--- config.mk ---
export PLATFORM = sky130hd
export DESIGN_NAME = sap_core
export DESIGN_NICKNAME = d
export VERILOG_FILES = /design/src/rtl/sap_core.sv
export SDC_FILE = /design/constraint.sdc
export NUM_CORES = 1
export LEC_CHECK = 0
export ABC_AREA = 0
export CAP_MARGIN = 10
export CORE_UTILIZATION = 42
export CTS_BUF_LIST = sky130_fd_sc_hd__clkbuf_4
export CTS_CLUSTER_SIZE = 16
export DETAILED_ROUTE_END_ITERATION = 7
export GPL_ROUTABILITY_DRIVEN = 0
export SYNTH_ARGS = -nofsm -noshare
export SYNTH_HDL_FRONTEND = slang
export SYNTH_SLANG_ARGS = --single-unit
export TNS_END_PERCENT = 50
--- constraint.sdc ---
create_clock -name clk -period 4.2 [get_ports clk]
set_clock_uncertainty 0.2 [all_clocks]
set_input_delay 1.26 -clock clk [delete_from_list [all_inputs] [get_ports clk]]
set_output_delay 1.26 -clock clk [all_outputs]
set_load 0.1 [all_outputs]
--- src/rtl/sap_core.sv ---
// SAP-class accumulator CPU core: tick-enabled fetch/decode/execute sequencer,
// A/B registers, ALU with carry/zero flags, PC, MAR, IR, internal RAM and an
// output register, wrapped in a HALT/RUN state machine with single-step and
// a program-load port.
module sap_core #(
  parameter int unsigned DATA_W = 8,
  parameter int unsigned ADDR_W = 4  // must not exceed DATA_W-4
) (
  input  logic              clk,
  input  logic              clr,
  input  logic              tick,
  input  logic              run_i,
  input  logic              step_mode,
  input  logic              prog_we,
  input  logic [ADDR_W-1:0] prog_addr,
  input  logic [DATA_W-1:0] prog_data,
  output logic [DATA_W-1:0] out_o,
  output logic              out_valid,
  output logic              halted,
  output logic [ADDR_W-1:0] pc_o,
  output logic [DATA_W-1:0] a_o,
  output logic              cf,
  output logic              zf,
  output logic [2:0]        step_o
);

  localparam logic [3:0] OpLda = 4'h1;
  localparam logic [3:0] OpAdd = 4'h2;
  localparam logic [3:0] OpSub = 4'h3;
  localparam logic [3:0] OpSta = 4'h4;
  localparam logic [3:0] OpLdi = 4'h5;
  localparam logic [3:0] OpJmp = 4'h6;
  localparam logic [3:0] OpJc  = 4'h7;
  localparam logic [3:0] OpJz  = 4'h8;
  localparam logic [3:0] OpOut = 4'hE;
  localparam logic [3:0] OpHlt = 4'hF;

  typedef enum logic {StHalt, StRun} state_e;

  state_e              r_state;
  logic [ADDR_W-1:0]   r_pc;
  logic [ADDR_W-1:0]   r_mar;
  logic [DATA_W-1:0]   r_ir;
  logic [DATA_W-1:0]   r_a;
  logic [DATA_W-1:0]   r_b;
  logic [DATA_W-1:0]   r_out;
  logic                r_out_valid;
  logic                r_cf;
  logic                r_zf;
  logic [2:0]          r_step;
  logic [DATA_W-1:0]   r_ram [2**ADDR_W];

  logic [3:0]          w_opcode;
  logic [ADDR_W-1:0]   w_op_addr;
  logic [DATA_W-1:0]   w_op_ext;
  logic [2:0]          w_last_step;
  logic                w_done;
  logic                w_exec;
  logic                w_is_sub;
  logic [DATA_W-1:0]   w_b_op;
  logic [DATA_W:0]     w_sum;
  logic                w_ram_we;
  logic [ADDR_W-1:0]   w_ram_addr;
  logic [DATA_W-1:0]   w_ram_wdata;

  assign w_opcode  = r_ir[DATA_W-1 -: 4];
  assign w_op_addr = r_ir[ADDR_W-1:0];
  assign w_op_ext  = {{4{1'b0}}, r_ir[DATA_W-5:0]};
  assign w_exec    = (r_state == StRun) && tick;

  // Final micro-step of the current instruction (early step reset point)
  always_comb begin
    w_last_step = 3'd2;
    case (w_opcode)
      OpLda, OpSta: w_last_step = 3'd3;
      OpAdd, OpSub: w_last_step = 3'd4;
      default:      w_last_step = 3'd2;
    endcase
  end

  assign w_done = (r_step == w_last_step);

  // ALU: subtraction as A + ~B + 1 so carry means "no borrow"
  assign w_is_sub = (w_opcode == OpSub);
  assign w_b_op   = w_is_sub ? ~r_b : r_b;
  assign w_sum    = {1'b0, r_a} + {1'b0, w_b_op} + {{DATA_W{1'b0}}, w_is_sub};

  // RAM write port arbitration: program load in HALT, STA at T3 in RUN
  always_comb begin
    w_ram_we    = 1'b0;
    w_ram_addr  = prog_addr;
    w_ram_wdata = prog_data;
    if (r_state == StHalt) begin
      w_ram_we = prog_we;
    end else if (w_exec && (r_step == 3'd3) && (w_opcode == OpSta)) begin
      w_ram_we    = 1'b1;
      w_ram_addr  = r_mar;
      w_ram_wdata = r_a;
    end
  end

  // RAM storage, deliberately not cleared by reset
  always_ff @(posedge clk) begin
    if (w_ram_we) r_ram[w_ram_addr] <= w_ram_wdata;
  end

  // Control FSM and datapath registers
  always_ff @(posedge clk or posedge clr) begin
    if (clr) begin
      r_state     <= StHalt;
      r_pc        <= '0;
      r_mar       <= '0;
      r_ir        <= '0;
      r_a         <= '0;
      r_b         <= '0;
      r_out       <= '0;
      r_out_valid <= 1'b0;
      r_cf        <= 1'b0;
      r_zf        <= 1'b0;
      r_step      <= 3'd0;
    end else begin
      r_out_valid <= 1'b0;
      unique case (r_state)
        StHalt: begin
          if (run_i) begin
            r_state <= StRun;
            r_step  <= 3'd0;
          end
        end
        StRun: begin
          if (tick) begin
            case (r_step)
              3'd0: r_mar <= r_pc;
              3'd1: begin
                r_ir <= r_ram[r_mar];
                r_pc <= r_pc + 1'b1;
              end
              3'd2: begin
                case (w_opcode)
                  OpLda, OpAdd, OpSub, OpSta: r_mar <= w_op_addr;
                  OpLdi: r_a <= w_op_ext;
                  OpJmp: r_pc <= w_op_addr;
                  OpJc:  if (r_cf) r_pc <= w_op_addr;
                  OpJz:  if (r_zf) r_pc <= w_op_addr;
                  OpOut: begin
                    r_out       <= r_a;
                    r_out_valid <= 1'b1;
                  end
                  default: ;
                endcase
              end
              3'd3: begin
                if (w_opcode == OpLda) r_a <= r_ram[r_mar];
                if (w_is_sub || (w_opcode == OpAdd)) r_b <= r_ram[r_mar];
              end
              3'd4: begin
                r_a  <= w_sum[DATA_W-1:0];
                r_cf <= w_sum[DATA_W];
                r_zf <= (w_sum[DATA_W-1:0] == '0);
              end
              default: ;
            endcase
            if (w_done) begin
              r_step <= 3'd0;
              if (step_mode || (w_opcode == OpHlt)) r_state <= StHalt;
            end else begin
              r_step <= r_step + 3'd1;
            end
          end
        end
        default: r_state <= StHalt;
      endcase
    end
  end

  assign out_o     = r_out;
  assign out_valid = r_out_valid;
  assign halted    = (r_state == StHalt);
  assign pc_o      = r_pc;
  assign a_o       = r_a;
  assign cf        = r_cf;
  assign zf        = r_zf;
  assign step_o    = r_step;

endmodule
== Yosys cells after proc, flatten, opt, wreduce, memory -nomap -nowiden ==
Memories as Yosys holds them, arrays and structs flattened.
Cells that the tools add are included.
Storage, ports and cells
  input bits: 18
  output and inout bits: 27
  memories kept: 1
  RAM bits: 128
  word-level logic and storage cells: 94
  flip-flop bits (word level): 47
Operators by class
  bitwise operators: 2
  $add $sub $neg: 4
  equality and inequality tests: 23
  muxes and demuxes: 32
  reductions and logical operators: 21
Memories
  r_ram: depth 16, width 8, read ports 1, clocked after Yosys merged registers in 0, wr ports 1, RTL line 51  | logic [DATA_W-1:0] r_ram [2**ADDR_W];
Operators with widths (number)
  2-to-1 mux 8 bit: 5
  one-hot mux 8 bit (3 select lines): 1
  2-to-1 mux 4 bit: 5
  == test 4 x 3 -> 1 bit (second input constant): 4
  one-hot mux 4 bit (2 select lines): 2
  == test 4 bit (second input constant): 3
  2-to-1 mux 1 bit: 12
  one-hot mux 3 bit (2 select lines): 2
  one-hot mux 4 bit (3 select lines): 1
  AND reduction 4 bit: 3
  adder 8 x 8 -> 9 bit: 1
  adder 9 x 1 -> 9 bit: 1
  2-to-1 mux 3 bit: 3
  == test 4 x 2 -> 1 bit (second input constant): 2
  zero test 8 bit: 1
  NOT 8 bit: 1
  == test 3 x 2 -> 1 bit (second input constant): 2
  inequality test 2 x 1 -> 1 bit (second input constant): 3
  inequality test 3 bit (second input constant): 2
  AND reduction 3 bit: 2
  AND reduction 6 bit: 1
  AND reduction 5 bit: 1
  adder 4 x 1 -> 4 bit (second input constant): 1
  == test 4 x 1 -> 1 bit (second input constant): 1
  other kinds (16): 22

== Depth between registers and ports, before layout ==
  depth after elaboration: 7
  depth in mapped cells: 11
  gate-level depth less buffers: 9

== Worst setup path before layout ==
OpenSTA, ideal clock, no wires.
  kind: flip-flop to flip-flop
  from: reg r_step[0], in the netlist step_o[0]
  to: mem r_ram[1][0] (enable)
  path slack: 0.645 ns
  path buffers: 3
  cell stages (with the launch flop): 9
  data arrival time: 2.985 ns
  library setup time: 0.370 ns
  required time: 3.630 ns
  clock period less this slack: 3.555 ns
  cell sequence: dfrtp_1 -> ha_1 -> ha_1 -> clkbuf_1 -> and4_1 -> clkbuf_1 -> clkbuf_1 -> a31oi_1 -> nor2_1
Between the ends
  cells in the longest elaborated chain, start to end: 7
  elaborated cells on any way between the ends: 9
  those cells by class: eq/ne (1); mux (6); reduce/logical (2)
Ends and longest elaborated chain
  start, declared: RTL line 50  | logic [2:0] r_step;
  start signal, assigned: RTL line 167  | r_step <= r_step + 3'd1;
  == test 3 x 2 -> 1 bit (*): RTL line 95  | end else if (w_exec && (r_step == 3'd3) && (w_opcode == OpSta)) begin
  logical AND 1 bit (*) (2 in series): RTL line 95
  2-to-1 mux 1 bit: RTL line 95
  2-to-1 mux 1 bit: RTL line 93  | if (r_state == StHalt) begin
  2-to-1 mux 1 bit: RTL line 104  | if (w_ram_we) r_ram[w_ram_addr] <= w_ram_wdata;
  2-to-1 mux 1 bit (not written as such): RTL line 104
  end, declared: RTL line 51
Mark *: on every way between the ends. The rest lies on a longest branch, timed or not.

== Worst setup path after layout ==
  from: in tick
  to: mem r_ram[2][2] (enable)
Between the ends
  cells in the longest elaborated chain, start to end: 7
  elaborated cells on any way between the ends: 9
  those cells by class: mux (6); reduce/logical (3)
Ends and longest elaborated chain
  start, declared: RTL line 11  | input logic tick,
  logical AND 1 bit (*): RTL line 69  | assign w_exec = (r_state == StRun) && tick;
  logical AND 1 bit (*) (2 in series): RTL line 95
  2-to-1 mux 1 bit: RTL line 95
  2-to-1 mux 1 bit: RTL line 93
  2-to-1 mux 1 bit: RTL line 104
  2-to-1 mux 1 bit (not written as such): RTL line 104
Marked as above.

==> PnR_summary.wiki <==
{| class="wikitable"
! Metric !! Value
|-
| Routed length per instance || 22.1 um
|-
| Setup Fix Bufs, Post-CTS || 0
|-
| Routed WL || 18600 um
|-
| Largest net degree at the start of global routing || 34
|-
| Worst vdd ir || 277 uV
|-
| Final cell count without fillers || 843
|-
| Status || finished, violations left
|-
| Critical Path, Cell by Cell || clkdlybuf4s50_1 > nand2_1 > nor2_1 > and4_1 > a31oi_1 > nor2_1
|-
| Antenna-violating nets left || 0
|-
| Worst skew pair latency || 550 ps
|-
| Pwr Density || 644 nW/um2
|-
| Most instantiated flip-flop cell in the synthesis netlist || sky130_fd_sc_hd__edfxtp_1
|-
| Overall power of the completed layout || 5.70 mW
|-
| Cell Area, Synth || 7900 um2
|-
| Overall die height || 139 um
|-
| Post-Place Worst Slack || 161 ps
|-
| Max stage delay on crit path || 660 ps
|-
| Total of warnings raised by yosys || 0
|-
| Drc violations || 4
|-
| Placeable core region || 18200 um2
|-
| Total routing usage reported by global routing || 20.3%
|-
| Clock slew seen by the registers of the worst setup and hold paths || 130 ps
|-
| Post-Synthesis Net Count || 580
|-
| Library cell appearing most often on the critical path || sky130_fd_sc_hd__nor2_1
|-
| Actual transition at the worst max-transition pin || 975 ps
|-
| Share of layout cells above drive strength 1 || 19.9%
|-
| Kind of cell adding the most delay to the critical path || simple AND/OR/NAND/NOR gates
|-
| Max-capacitance violation count || 0
|-
| Area growth, synth to finish || 12.1%
|-
| Deepest clock path buffer count || 2
|-
| First-pass GRT wire length || 29000 um
|-
| Post-CTS resize count || 0
|-
| Num rows || 49
|-
| Fin crit period || 3560 ps
|-
| Failing checks || design-rule violations
|-
| DIE WIDTH || 139 um
|-
| Largest driver fanout on the critical path || 9
|-
| Post-Synth Simple-Gate Area || 8.45%
|-
| Diode count || 0
|-
| Mean cell area of the mapped netlist || 14.4 um2
|-
| Final slew viol count || 0
|-
| Nets || 634
|-
| CTS tree || done
|-
| Post-DP HPWL || 13300 um
|-
| Post-synth ARST share || 26.9%
|-
| Port bufs || 44
|-
| WS Path Type || in2reg
|-
| Maximum operating frequency || 281 MHz
|-
| Period utilization || 84.7%
|-
| Number of antenna violations at the first check in global routing || 0
|-
| Via-per-instance ratio || 5.74
|-
| Sort of element at the end of the critical path || register
|-
| Setup repair after global routing missed its margin || false
|-
| Crit path buf inv count || 1
|-
| Remaining global-route overflow || 0
|-
| Number of H-tree branching levels || 4
|-
| Number of flip-flops and latches in the synthesized netlist || 175
|-
| Fin worst setup slack || 644 ps
|-
| Placed cells || 811
|-
| Worst-path cell with the longest stage delay || sky130_fd_sc_hd__nor2_1
|-
| Mux contribution to synthesized area || 13.8%
|-
| Share of synthesized cell area in full adder, half adder and majority cells || 2.47%
|-
| Detailed Route Iter0 Violations || 447
|-
| Worst EP required || 4180 ps
|-
| Min-Delay Path Class || reg2reg
|-
| Leakage || 3.28 nW
|-
| Netlist cell types || 53
|-
| IO Pins || 45
|-
| Starting utilization of the core area || 43.4%
|-
| Dominant combinational cell family by area after synthesis || multiplexers
|-
| Number of buffers inserted by hold repair at cts || 0
|-
| Number of global-route vias before repair || 4869
|-
| Count of flip-flops with a built-in enable after synthesis || 128
|-
| Vias || 4843
|-
| Proportion of synthesized chip area in sequential cells || 63.6%
|-
| First-pass DRT Iterations || 7
|-
| Total clock sinks || 175
|-
| Max-slew headroom || 34.8%
|-
| Gate count after technology mapping || 547
|-
| Buffer cell driving the clock tree root || sky130_fd_sc_hd__clkbuf_4
|-
| Area of the die || 19400 um2
|-
| Number of setup violations in the final report || 0
|-
| Synthesized-area fraction occupied by ao, oa, aoi and oai cells || 7.46%
|-
| Worst endpoint data arrival time || 3530 ps
|-
| Number of CTS-inserted buffers || 17
|-
| Critical Path Start Type || primary input
|-
| Post-Synth XOR/XNOR Area || 1.77%
|-
| Number of hold violations in the final report || 0
|-
| Setup tns final || 0 ps
|}
==> metrics by stage <==
step / hold slack [ps] / cell area, um2 / utilization (%)
floorplan: 270 / 7900 / -
global placement: 288 / 8580 / 47.1
detailed placement: 294 / 8580 / 47.1
CTS: 324 / 8850 / 48.6
global route: 343 / 8850 / 48.6
finish: 322 / 8850 / 48.6
==> final timing paths <==
kind,startpoint,endpoint,slack (ps),cells past startpoint
worst min-delay path,out_o[2]$_DFFE_PP0P_,out_o[2]$_DFFE_PP0P_,320,1
worst min register to register,out_o[2]$_DFFE_PP0P_,out_o[2]$_DFFE_PP0P_,320,1
min in group asynchronous,clr,r_mar[1]$_DFFE_PP0P_,940,2
worst max-delay path,tick,r_ram[2][2]$_DFFE_PP_,640,6
worst max register to register,r_ir[6]$_DFFE_PP0P_,a_o[6]$_DFFE_PP0P_,750,10
max in group asynchronous,clr,out_o[7]$_DFFE_PP0P_,2250,3
==> metal layers <==
metal / routed length, um / track usage [%] / vias up
met5: 0 / 0 / -
met4: 289 / 5.67 / 0
met1: 8000 / 27.6 / 2431
li1: - / - / 2198
met3: 1110 / 3.69 / 23
met2: 9230 / 33.4 / 191
==> layout by cell type (no fill, tap or decap), types with 2 or more instances in the layout <==
cell	n
sky130_fd_sc_hd__a211o_1	2
sky130_fd_sc_hd__a211oi_1	2
sky130_fd_sc_hd__a21o_1	8
sky130_fd_sc_hd__a21oi_1	20
sky130_fd_sc_hd__a22oi_1	3
sky130_fd_sc_hd__a31oi_1	10
sky130_fd_sc_hd__and2_1	4
sky130_fd_sc_hd__and4_1	3
sky130_fd_sc_hd__buf_4	42
sky130_fd_sc_hd__clkbuf_4	17
sky130_fd_sc_hd__clkdlybuf4s50_1	22
sky130_fd_sc_hd__clkinv_1	2
sky130_fd_sc_hd__dfrtp_1	46
sky130_fd_sc_hd__edfxtp_1	128
sky130_fd_sc_hd__ha_1	14
sky130_fd_sc_hd__inv_1	12
sky130_fd_sc_hd__inv_6	6
sky130_fd_sc_hd__inv_8	2
sky130_fd_sc_hd__mux2_2	21
sky130_fd_sc_hd__mux2i_1	6
sky130_fd_sc_hd__mux4_1	8
sky130_fd_sc_hd__mux4_2	26
sky130_fd_sc_hd__nand2_1	76
sky130_fd_sc_hd__nand3_1	7
sky130_fd_sc_hd__nand3b_1	2
sky130_fd_sc_hd__nand4_1	3
sky130_fd_sc_hd__nor2_1	31
sky130_fd_sc_hd__nor3_1	8
sky130_fd_sc_hd__nor3b_1	7
sky130_fd_sc_hd__o211ai_1	4
sky130_fd_sc_hd__o21ai_0	19
sky130_fd_sc_hd__o21ai_1	2
sky130_fd_sc_hd__o221ai_1	2
sky130_fd_sc_hd__o22a_1	4
sky130_fd_sc_hd__o31ai_1	5
sky130_fd_sc_hd__xnor2_1	11
sky130_fd_sc_hd__xor2_1	5
==> where the power goes <==
group / internal, mW / switching (mW)
combinational: 0.864 / 1.57
sequential: 2.03 / 0.309
clock: 0.314 / 0.615
total: 3.21 / 2.49
==> synth_stat cells, types with 8 or more instances <==
library cell	instances	share of area, %
sky130_fd_sc_hd__a21o_1	8	0.76
sky130_fd_sc_hd__a21oi_1	20	1.3
sky130_fd_sc_hd__a31oi_1	10	0.79
sky130_fd_sc_hd__buf_2	9	0.57
sky130_fd_sc_hd__clkbuf_1	15	0.71
sky130_fd_sc_hd__dfrtp_1	47	15
sky130_fd_sc_hd__edfxtp_1	128	49
sky130_fd_sc_hd__ha_1	14	2.2
sky130_fd_sc_hd__inv_1	13	0.62
sky130_fd_sc_hd__mux2_2	21	3.0
sky130_fd_sc_hd__mux4_1	8	2.7
sky130_fd_sc_hd__mux4_2	26	7.4
sky130_fd_sc_hd__nand2_1	76	3.6
sky130_fd_sc_hd__nor2_1	31	1.5
sky130_fd_sc_hd__nor3_1	8	0.51
sky130_fd_sc_hd__o21ai_0	19	1.2
sky130_fd_sc_hd__xnor2_1	11	1.2
==> worst register-to-register path, cell delays in order (launching register included) <==
cell and delay (ps):
sky130_fd_sc_hd__dfrtp_1 540, sky130_fd_sc_hd__nand4bb_1 480, sky130_fd_sc_hd__buf_4 300, sky130_fd_sc_hd__xnor2_1 130
sky130_fd_sc_hd__ha_1 340, sky130_fd_sc_hd__a21o_1 220, sky130_fd_sc_hd__a21oi_1 290, sky130_fd_sc_hd__o211ai_1 170
sky130_fd_sc_hd__a2111o_1 360, sky130_fd_sc_hd__o22a_1 210, sky130_fd_sc_hd__o21ai_1 140
==> logic make-up after synthesis <==
group	count (synthesis)
fa+ha+maj	15
compound gates	90
buf+inv	42
mux	61
simple gates	148
xor+xnor	16
flops	175
==> area by class of cell <==
class / count / area [um2]
clock buffers: 17 / 128
clock inverters: 15 / 150
fillers: 1563 / 9360
inverters: 13 / 48.8
multi-input cells: 330 / 2680
flip-flops and latches: 175 / 5020
well taps: 229 / 287
repair buffers: 64 / 536
==> sequential cells by signal, summed over array words and instances (netlist names) <==
register and count:
r_ram 128, a_o 8, out_o 8, r_b 8
r_ir 8, pc_o 4, r_mar 4, step_o 3
cf 1, out_valid 1, r_state 1, zf 1
No activity file was read; power rests on OpenSTA's default activity.
